### config.mk
export PLATFORM = sky130hd
export DESIGN_NAME = line_fill_flat
export DESIGN_NICKNAME = d
export VERILOG_FILES = /design/src/rtl/line_fill_pkg.sv /design/src/rtl/line_fill_if.sv /design/src/rtl/line_fill_assembler.sv /design/src/rtl/line_fill.sv /design/src/flat_wrapper.sv
export SDC_FILE = /design/constraint.sdc
export NUM_CORES = 1
export LEC_CHECK = 0
export ABC_AREA = 1
export BUFFER_PORTS_ARGS = -buffer_cell sky130_fd_sc_hd__buf_2
export CORE_AREA = 2 2 287 289
export CTS_CLUSTER_SIZE = 14
export DETAILED_ROUTE_END_ITERATION = 10
export DIE_AREA = 0 0 289 291
export GPL_ROUTABILITY_DRIVEN = 0
export SYNTH_ARGS = -nofsm -noshare
export SYNTH_HDL_FRONTEND = slang
export SYNTH_SLANG_ARGS = --single-unit
### constraint.sdc
create_clock -name clk -period 3.9 [get_ports clk]
set_input_delay 1.17 -clock clk [delete_from_list [all_inputs] [get_ports clk]]
set_output_delay 1.17 -clock clk [all_outputs]
set_load 0.05 [all_outputs]
### src/rtl/line_fill_pkg.sv
// Shared system-bus definitions: command/device codes, request tag
// composition and the line_fill state encoding.
package line_fill_pkg;

    localparam logic       SYSBUS_READ   = 1'b1;
    localparam logic       SYSBUS_WRITE  = 1'b0;
    localparam logic [3:0] SYSBUS_MEMORY = 4'h1;

    localparam int SYSBUS_TAG_W = 13;
    localparam int BEAT_CNT_W   = 4;

    typedef enum logic [2:0] {
        IDLE,
        ARB,
        ADDRREQ,
        WAITRESP,
        RESP,
        READY
    } line_fill_state_e;

    // Tag layout: command in bit 12, target device in bits 11:8.
    function automatic logic [SYSBUS_TAG_W-1:0] sysbus_tag(input logic       cmd,
                                                           input logic [3:0] dev);
        return {cmd, dev, 8'h00};
    endfunction

endpackage

### src/rtl/line_fill_if.sv
// System bus signals seen by the line fill engine: arbiter handshake,
// request channel and response channel.
interface line_fill_if #(
    parameter int BUS_DATA_WIDTH = 64,
    parameter int BUS_TAG_WIDTH  = 13
);
    logic                      abtr_reqcyc;
    logic                      abtr_grant;
    logic                      bus_busy;
    logic                      main_bus_reqcyc;
    logic [BUS_DATA_WIDTH-1:0] main_bus_req;
    logic [BUS_TAG_WIDTH-1:0]  main_bus_reqtag;
    logic                      main_bus_reqack;
    logic                      main_bus_respcyc;
    logic [BUS_DATA_WIDTH-1:0] main_bus_resp;
    logic [BUS_TAG_WIDTH-1:0]  main_bus_resptag;
    logic                      main_bus_respack;

    modport master (
        output abtr_reqcyc, bus_busy, main_bus_reqcyc, main_bus_req,
               main_bus_reqtag, main_bus_respack,
        input  abtr_grant, main_bus_reqack, main_bus_respcyc, main_bus_resp,
               main_bus_resptag
    );

    modport slave (
        input  abtr_reqcyc, bus_busy, main_bus_reqcyc, main_bus_req,
               main_bus_reqtag, main_bus_respack,
        output abtr_grant, main_bus_reqack, main_bus_respcyc, main_bus_resp,
               main_bus_resptag
    );
endinterface

### src/rtl/line_fill_assembler.sv
// Beat counter and line register: each accepted beat lands in the slot
// selected by the counter, which then advances.
module line_fill_assembler
    import line_fill_pkg::*;
#(
    parameter int BUS_DATA_WIDTH = 64,
    parameter int LINE_BEATS     = 8
) (
    input  logic                                 clk,
    input  logic                                 reset,
    input  logic                                 clear,
    input  logic                                 accept,
    input  logic [BUS_DATA_WIDTH-1:0]            beat,
    output logic                                 last,
    output logic [BUS_DATA_WIDTH*LINE_BEATS-1:0] data
);

    logic [BEAT_CNT_W-1:0] cnt_q;
    logic [LINE_BEATS-1:0] beat_we;

    always_comb begin
        beat_we = '0;
        for (int k = 0; k < LINE_BEATS; k++) begin
            beat_we[k] = accept && (cnt_q == BEAT_CNT_W'(k));
        end
    end

    assign last = (cnt_q == BEAT_CNT_W'(LINE_BEATS - 1));

    always_ff @(posedge clk or negedge reset) begin
        if (!reset) begin
            cnt_q <= '0;
        end else if (clear) begin
            cnt_q <= '0;
        end else if (accept) begin
            cnt_q <= cnt_q + BEAT_CNT_W'(1);
        end
    end

    // Line contents survive a restart until each slot is overwritten.
    always_ff @(posedge clk or negedge reset) begin
        if (!reset) begin
            data <= '0;
        end else begin
            for (int k = 0; k < LINE_BEATS; k++) begin
                if (beat_we[k]) begin
                    data[k*BUS_DATA_WIDTH +: BUS_DATA_WIDTH] <= beat;
                end
            end
        end
    end

endmodule

### src/rtl/line_fill.sv
// Cache line fill engine: wins the bus, issues one line read and collects
// LINE_BEATS response beats. Define LINE_FILL_TAGCHK_EN to accept only read/memory-tagged beats.
module line_fill
    import line_fill_pkg::*;
#(
    parameter int BUS_DATA_WIDTH = 64,
    parameter int BUS_TAG_WIDTH  = 13,
    parameter int LINE_BEATS     = 8
) (
    input  logic                                 clk,
    input  logic                                 reset,
    input  logic                                 enable,
    input  logic [BUS_DATA_WIDTH-1:0]            addr,
    line_fill_if.master                          bus,
    output logic                                 ready,
    output logic [BUS_DATA_WIDTH*LINE_BEATS-1:0] data
);

    localparam int OFFSET_W = $clog2(BUS_DATA_WIDTH / 8 * LINE_BEATS);
    localparam logic [BUS_TAG_WIDTH-1:0] READ_TAG =
        BUS_TAG_WIDTH'(sysbus_tag(SYSBUS_READ, SYSBUS_MEMORY));

    line_fill_state_e          state_q, state_d;
    logic [BUS_DATA_WIDTH-1:0] line_addr_q;
    logic                      start;
    logic                      accept;
    logic                      tag_ok;
    logic                      beat_last;
    logic                      arb_req;
    logic                      busy;
    logic                      req_cyc;
    logic [BUS_DATA_WIDTH-1:0] req;
    logic [BUS_TAG_WIDTH-1:0]  req_tag;
    logic                      resp_ack;
    logic                      line_ready;
    logic                      unused_inputs;

    // A fill can only be launched from rest; enable mid-fill is ignored.
    assign start = enable && ((state_q == IDLE) || (state_q == READY));

`ifdef LINE_FILL_TAGCHK_EN
    assign tag_ok = (bus.main_bus_resptag[BUS_TAG_WIDTH-1 -: 5] == {SYSBUS_READ, SYSBUS_MEMORY});
`else
    assign tag_ok = 1'b1;
`endif

    assign unused_inputs = ^{addr[OFFSET_W-1:0], bus.main_bus_resptag};

    always_ff @(posedge clk or negedge reset) begin
        if (!reset) begin
            state_q     <= IDLE;
            line_addr_q <= '0;
        end else begin
            state_q <= state_d;
            if (start) begin
                line_addr_q <= {addr[BUS_DATA_WIDTH-1:OFFSET_W], {OFFSET_W{1'b0}}};
            end
        end
    end

    always_comb begin
        state_d    = state_q;
        arb_req    = 1'b0;
        busy       = 1'b0;
        req_cyc    = 1'b0;
        req        = '0;
        req_tag    = '0;
        resp_ack   = 1'b0;
        accept     = 1'b0;
        line_ready = 1'b0;
        case (state_q)
            IDLE: begin
                if (enable) state_d = ARB;
            end
            ARB: begin
                arb_req = 1'b1;
                if (bus.abtr_grant) state_d = ADDRREQ;
            end
            ADDRREQ: begin
                busy    = 1'b1;
                req_cyc = 1'b1;
                req     = line_addr_q;
                req_tag = READ_TAG;
                if (bus.main_bus_reqack) state_d = WAITRESP;
            end
            WAITRESP, RESP: begin
                busy     = 1'b1;
                accept   = bus.main_bus_respcyc && tag_ok;
                resp_ack = accept;
                if (accept) state_d = beat_last ? READY : RESP;
            end
            READY: begin
                line_ready = 1'b1;
                if (enable) state_d = ARB;
            end
            default: state_d = IDLE;
        endcase
    end

    line_fill_assembler #(
        .BUS_DATA_WIDTH(BUS_DATA_WIDTH),
        .LINE_BEATS    (LINE_BEATS)
    ) u_assembler (
        .clk   (clk),
        .reset (reset),
        .clear (start),
        .accept(accept),
        .beat  (bus.main_bus_resp),
        .last  (beat_last),
        .data  (data)
    );

    assign bus.abtr_reqcyc      = arb_req;
    assign bus.bus_busy         = busy;
    assign bus.main_bus_reqcyc  = req_cyc;
    assign bus.main_bus_req     = req;
    assign bus.main_bus_reqtag  = req_tag;
    assign bus.main_bus_respack = resp_ack;
    assign ready                = line_ready;

endmodule

### src/flat_wrapper.sv
// flat-port wrapper written by rule: the top's interface ports become plain ports
module line_fill_flat import line_fill_pkg::*;
#(
    parameter int BUS_DATA_WIDTH = 64,
    parameter int BUS_TAG_WIDTH  = 13,
    parameter int LINE_BEATS     = 8
)
  (clk, reset, enable, addr, ready, data, bus_abtr_reqcyc, bus_bus_busy, bus_main_bus_reqcyc, bus_main_bus_req, bus_main_bus_reqtag, bus_main_bus_respack, bus_abtr_grant, bus_main_bus_reqack, bus_main_bus_respcyc, bus_main_bus_resp, bus_main_bus_resptag);
  line_fill_if #(.BUS_DATA_WIDTH(BUS_DATA_WIDTH), .BUS_TAG_WIDTH(BUS_TAG_WIDTH)) bus_i ();
  input  logic clk;
  input  logic reset;
  input  logic enable;
  input  logic [BUS_DATA_WIDTH-1:0] addr;
  output logic ready;
  output logic [BUS_DATA_WIDTH*LINE_BEATS-1:0] data;
  output wire logic [$bits(bus_i.abtr_reqcyc)-1:0] bus_abtr_reqcyc;
  output wire logic [$bits(bus_i.bus_busy)-1:0] bus_bus_busy;
  output wire logic [$bits(bus_i.main_bus_reqcyc)-1:0] bus_main_bus_reqcyc;
  output wire logic [$bits(bus_i.main_bus_req)-1:0] bus_main_bus_req;
  output wire logic [$bits(bus_i.main_bus_reqtag)-1:0] bus_main_bus_reqtag;
  output wire logic [$bits(bus_i.main_bus_respack)-1:0] bus_main_bus_respack;
  input wire logic [$bits(bus_i.abtr_grant)-1:0] bus_abtr_grant;
  input wire logic [$bits(bus_i.main_bus_reqack)-1:0] bus_main_bus_reqack;
  input wire logic [$bits(bus_i.main_bus_respcyc)-1:0] bus_main_bus_respcyc;
  input wire logic [$bits(bus_i.main_bus_resp)-1:0] bus_main_bus_resp;
  input wire logic [$bits(bus_i.main_bus_resptag)-1:0] bus_main_bus_resptag;
  assign bus_abtr_reqcyc = bus_i.abtr_reqcyc;
  assign bus_bus_busy = bus_i.bus_busy;
  assign bus_main_bus_reqcyc = bus_i.main_bus_reqcyc;
  assign bus_main_bus_req = bus_i.main_bus_req;
  assign bus_main_bus_reqtag = bus_i.main_bus_reqtag;
  assign bus_main_bus_respack = bus_i.main_bus_respack;
  assign bus_i.abtr_grant = bus_abtr_grant;
  assign bus_i.main_bus_reqack = bus_main_bus_reqack;
  assign bus_i.main_bus_respcyc = bus_main_bus_respcyc;
  assign bus_i.main_bus_resp = bus_main_bus_resp;
  assign bus_i.main_bus_resptag = bus_main_bus_resptag;
  line_fill #(.BUS_DATA_WIDTH(BUS_DATA_WIDTH), .BUS_TAG_WIDTH(BUS_TAG_WIDTH), .LINE_BEATS(LINE_BEATS)) u_core (.clk(clk), .reset(reset), .enable(enable), .addr(addr), .bus(bus_i), .ready(ready), .data(data));
endmodule
==> flow_summary.ini <==
[cells_and_area]
synthToLayoutAreaGrowth_pct = 31.8
multi_input_area_sq_um = 5700
final_util_pct = 34.7
seq_area_sq_um = 14400
nNetsFinal = 2957
nFillCells = 8374
drive_gt1_share_pct = 29.9

[flow_run]
maxCapViolCount = 0

[yosys]
synthCells = 2137
yosys_warnings = 0
ys_types = 20
avgSynthCellArea_sq_um = 9.99
yosysSeqAreaShare_pct = 67.6
synth.cell_area_sq_um = 21400
synth_seq_cells = 577

[detailed_routing]
ant_nets = 0
initialDrtViolationCount = 985
routed_wl_microns = 68600
post_drt_wl_per_cell_microns = 17.5
vias = 16900
via_per_inst = 4.31
dr.pass1.iters = 5
drc = 0

[sta]
min_period_ns = 3.55
setup_tns_ns = 0
slew_headroom_pct = 53.7
worstMarginPinSlew_ns = 0.695
fmax_mhz = 282
clock-skew-final_ns = 0.0298
setup_viol = 0
rsz0062_at_grt = no
drv_slew = 0
fin_crit_sh_pct = 91.0
final_hold_viol_count = 0

[critical_path]
path_class = flop to output port
slowest_stage = dfrtp_1
cp_cell_sequence = inv_2 -> nand2_1 -> nor2_1 -> inv_4 -> nor2_1 -> buf_2
crit_path_start_kind = flop
crit_required_ns = 2.73
arrival_ns = 2.38
cpPeakStageDelay_ns = 0.41
end_kind = output port
cp_common_cell = nor2_1
cp_max_fo = 59

[power]
power_density_nw_per_um2 = 918
ir_drop_mv = 0.495
p_sw_mw = 12.3
p_sw_share_pct = 47.5
leakagePower_nw = 15.4
comb_power_share_pct = 43.5
p_clk_share_pct = 23.2
pwr-share-seq_pct = 33.2
intPower_mw = 13.6

[grt]
antenna_found_initial = 2
grt_max_degree = 81
grt_usage_pct = 15.8
grt_pass1_wl_microns = 103000
grt_pass1_vias = 16300
grt_overflow = 0

[clock_network]
cts_buffers = 61
clock_sinks = 577
clock-root-buffer = clkbuf_16
hold_buffers = 0
cts_tree = done
worstSkewPairLatency_ns = 0.62
clockBufferDepth = 3
clk_pin_slew_worst_paths_ns = 0.06
cts_max_level = 2

[floorplanning]
io_pins = 741
start_util_pct = 26.3
coreArea_sq_um = 81200
chipHeight_microns = 291
rows = 105
die_area_sq_um = 84100
die_w_microns = 289

[status]
status = completed

[placed_design]
port-buffer-count = 704
dpl.hpwl_microns = 48100

[hold_path]
hold_class = flop to flop
critical path, delay by kind of cell, from the launching register on:
kind / cells / cell delay, ns
AND/OR/NAND/NOR: 3 / 0.63
flip-flops: 1 / 0.41
buffers and inverters: 3 / 0.70
through the flow:
stage / total power [mW] / area, sq um / hold slack (ns) / cells / setup slack (ns)
detailed placement: 20.0 / 26000 / 0.468 / 3813 / 0.867
CTS: 26.1 / 28100 / 0.483 / 3928 / 0.149
global placement: 19.8 / 26000 / 0.461 / 3813 / 0.931
floorplan: 17.0 / 21400 / 0.481 / 2153 / 0.182
global route: 27.1 / 28100 / 0.494 / 3928 / 0.141
finish: 25.8 / 28100 / 0.477 / 3930 / 0.350
repair_timing:
| item | CTS | global route |
|---|---|---|
| endpoints found under the setup margin | 0 | 3 |
| resized for setup | 0 | 2 |
| buffers inserted | 0 | 0 |
kinds of logic after synthesis:
family	after synthesis	synth area share [%]
compound gates	578	13.6
xor+xnor	2	0.0820
fa+ha+maj	4	0.234
buf+inv	291	6.32
flops	577	67.6
other cells	1	0.0176
simple gates	684	12.2
area by class of cell:
type / instances / share of cell area (%)
Multi-Input combinational cell: 1285 / 20.2
Tap cell: 1070 / 4.76
Inverter: 140 / 1.88
Sequential cell: 577 / 51.3
Timing Repair Buffer: 741 / 14.3
Antenna cell: 2 / 0.0178
Clock inverter: 22 / 0.974
Clock buffer: 93 / 6.49
cell usage in the layout, fill, tap and decap left out, types with 3 or more instances in the layout:
cell       Yosys  final
clkbuf_8       0     18
nor2_1       129    129
buf_12         0     18
nand3_1        6      6
buf_4         28     19
a21oi_1       58     58
o21bai_1       3      3
clkinv_2       0     11
nand2_4        0      8
o21ai_1      321    321
dfrtp_1      577    577
inv_1        138    138
nand2_1      543    537
ha_1           4      4
clkbuf_1      47     14
o21ai_0      196    196
bufinv_16      0      5
conb_1         1     17
buf_2         67    703
clkbuf_16      0     61
worst paths after layout:
path	from	endpoint	slack, ns	depth (start not counted)
max	u_core.state_q[2]	bus_main_bus_req[52]	0.35	6
min	u_core.u_assembler.data[467]	u_core.u_assembler.data[467]	0.48	2
max reg2reg	u_core.state_q[1]	u_core.u_assembler.data[105]	1.70	8
min reg2reg	u_core.u_assembler.data[467]	u_core.u_assembler.data[467]	0.48	2
max in group asynchronous	reset	u_core.u_assembler.data[320]	2.31	2
min in group asynchronous	reset	u_core.u_assembler.data[223]	0.52	1
state kept, by name (all words and copies together) (netlist names):
register,count
u_core.u_assembler.cnt_q,4
u_core.line_addr_q,58
u_core.state_q,3
u_core.u_assembler.data,512
routing by layer:
metal	GRT usage, %	up-vias	routed length, microns
met1	19.6	8092	28200
met2	26.9	545	33400
met4	5.58	2	2410
met3	3.70	127	4600
met5	0	-	11
li1	-	8163	-
cell usage after synthesis:
master	number	area [sq um]
dfrtp_1	577	14400
nand2_1	543	2040
o21ai_1	321	1610
o21ai_0	196	981
inv_1	138	518
nor2_1	129	484
buf_2	67	335
a21oi_1	58	290
clkbuf_1	47	176
buf_4	28	210
buf_6	9	101
nand3_1	6	30.0
ha_1	4	50.1
nand2_2	4	25.0
o21bai_1	3	22.5
inv_2	2	7.51
xor2_1	2	17.5
conb_1	1	3.75
nand3b_1	1	7.51
nor2_4	1	11.3
power by group through the flow:
| stage | registers (mW) | clock network, mW | logic (mW) |
|---|---|---|---|
| after floorplan | 13.8 | 0 | 3.16 |
| after global placement | 8.62 | 0 | 11.2 |
| after detailed placement | 8.65 | 0 | 11.3 |
| after CTS | 8.57 | 6.18 | 11.3 |
| after global routing | 8.80 | 6.40 | 11.9 |
| final | 8.58 | 6.00 | 11.2 |
Power figures use the tool's default switching activity.
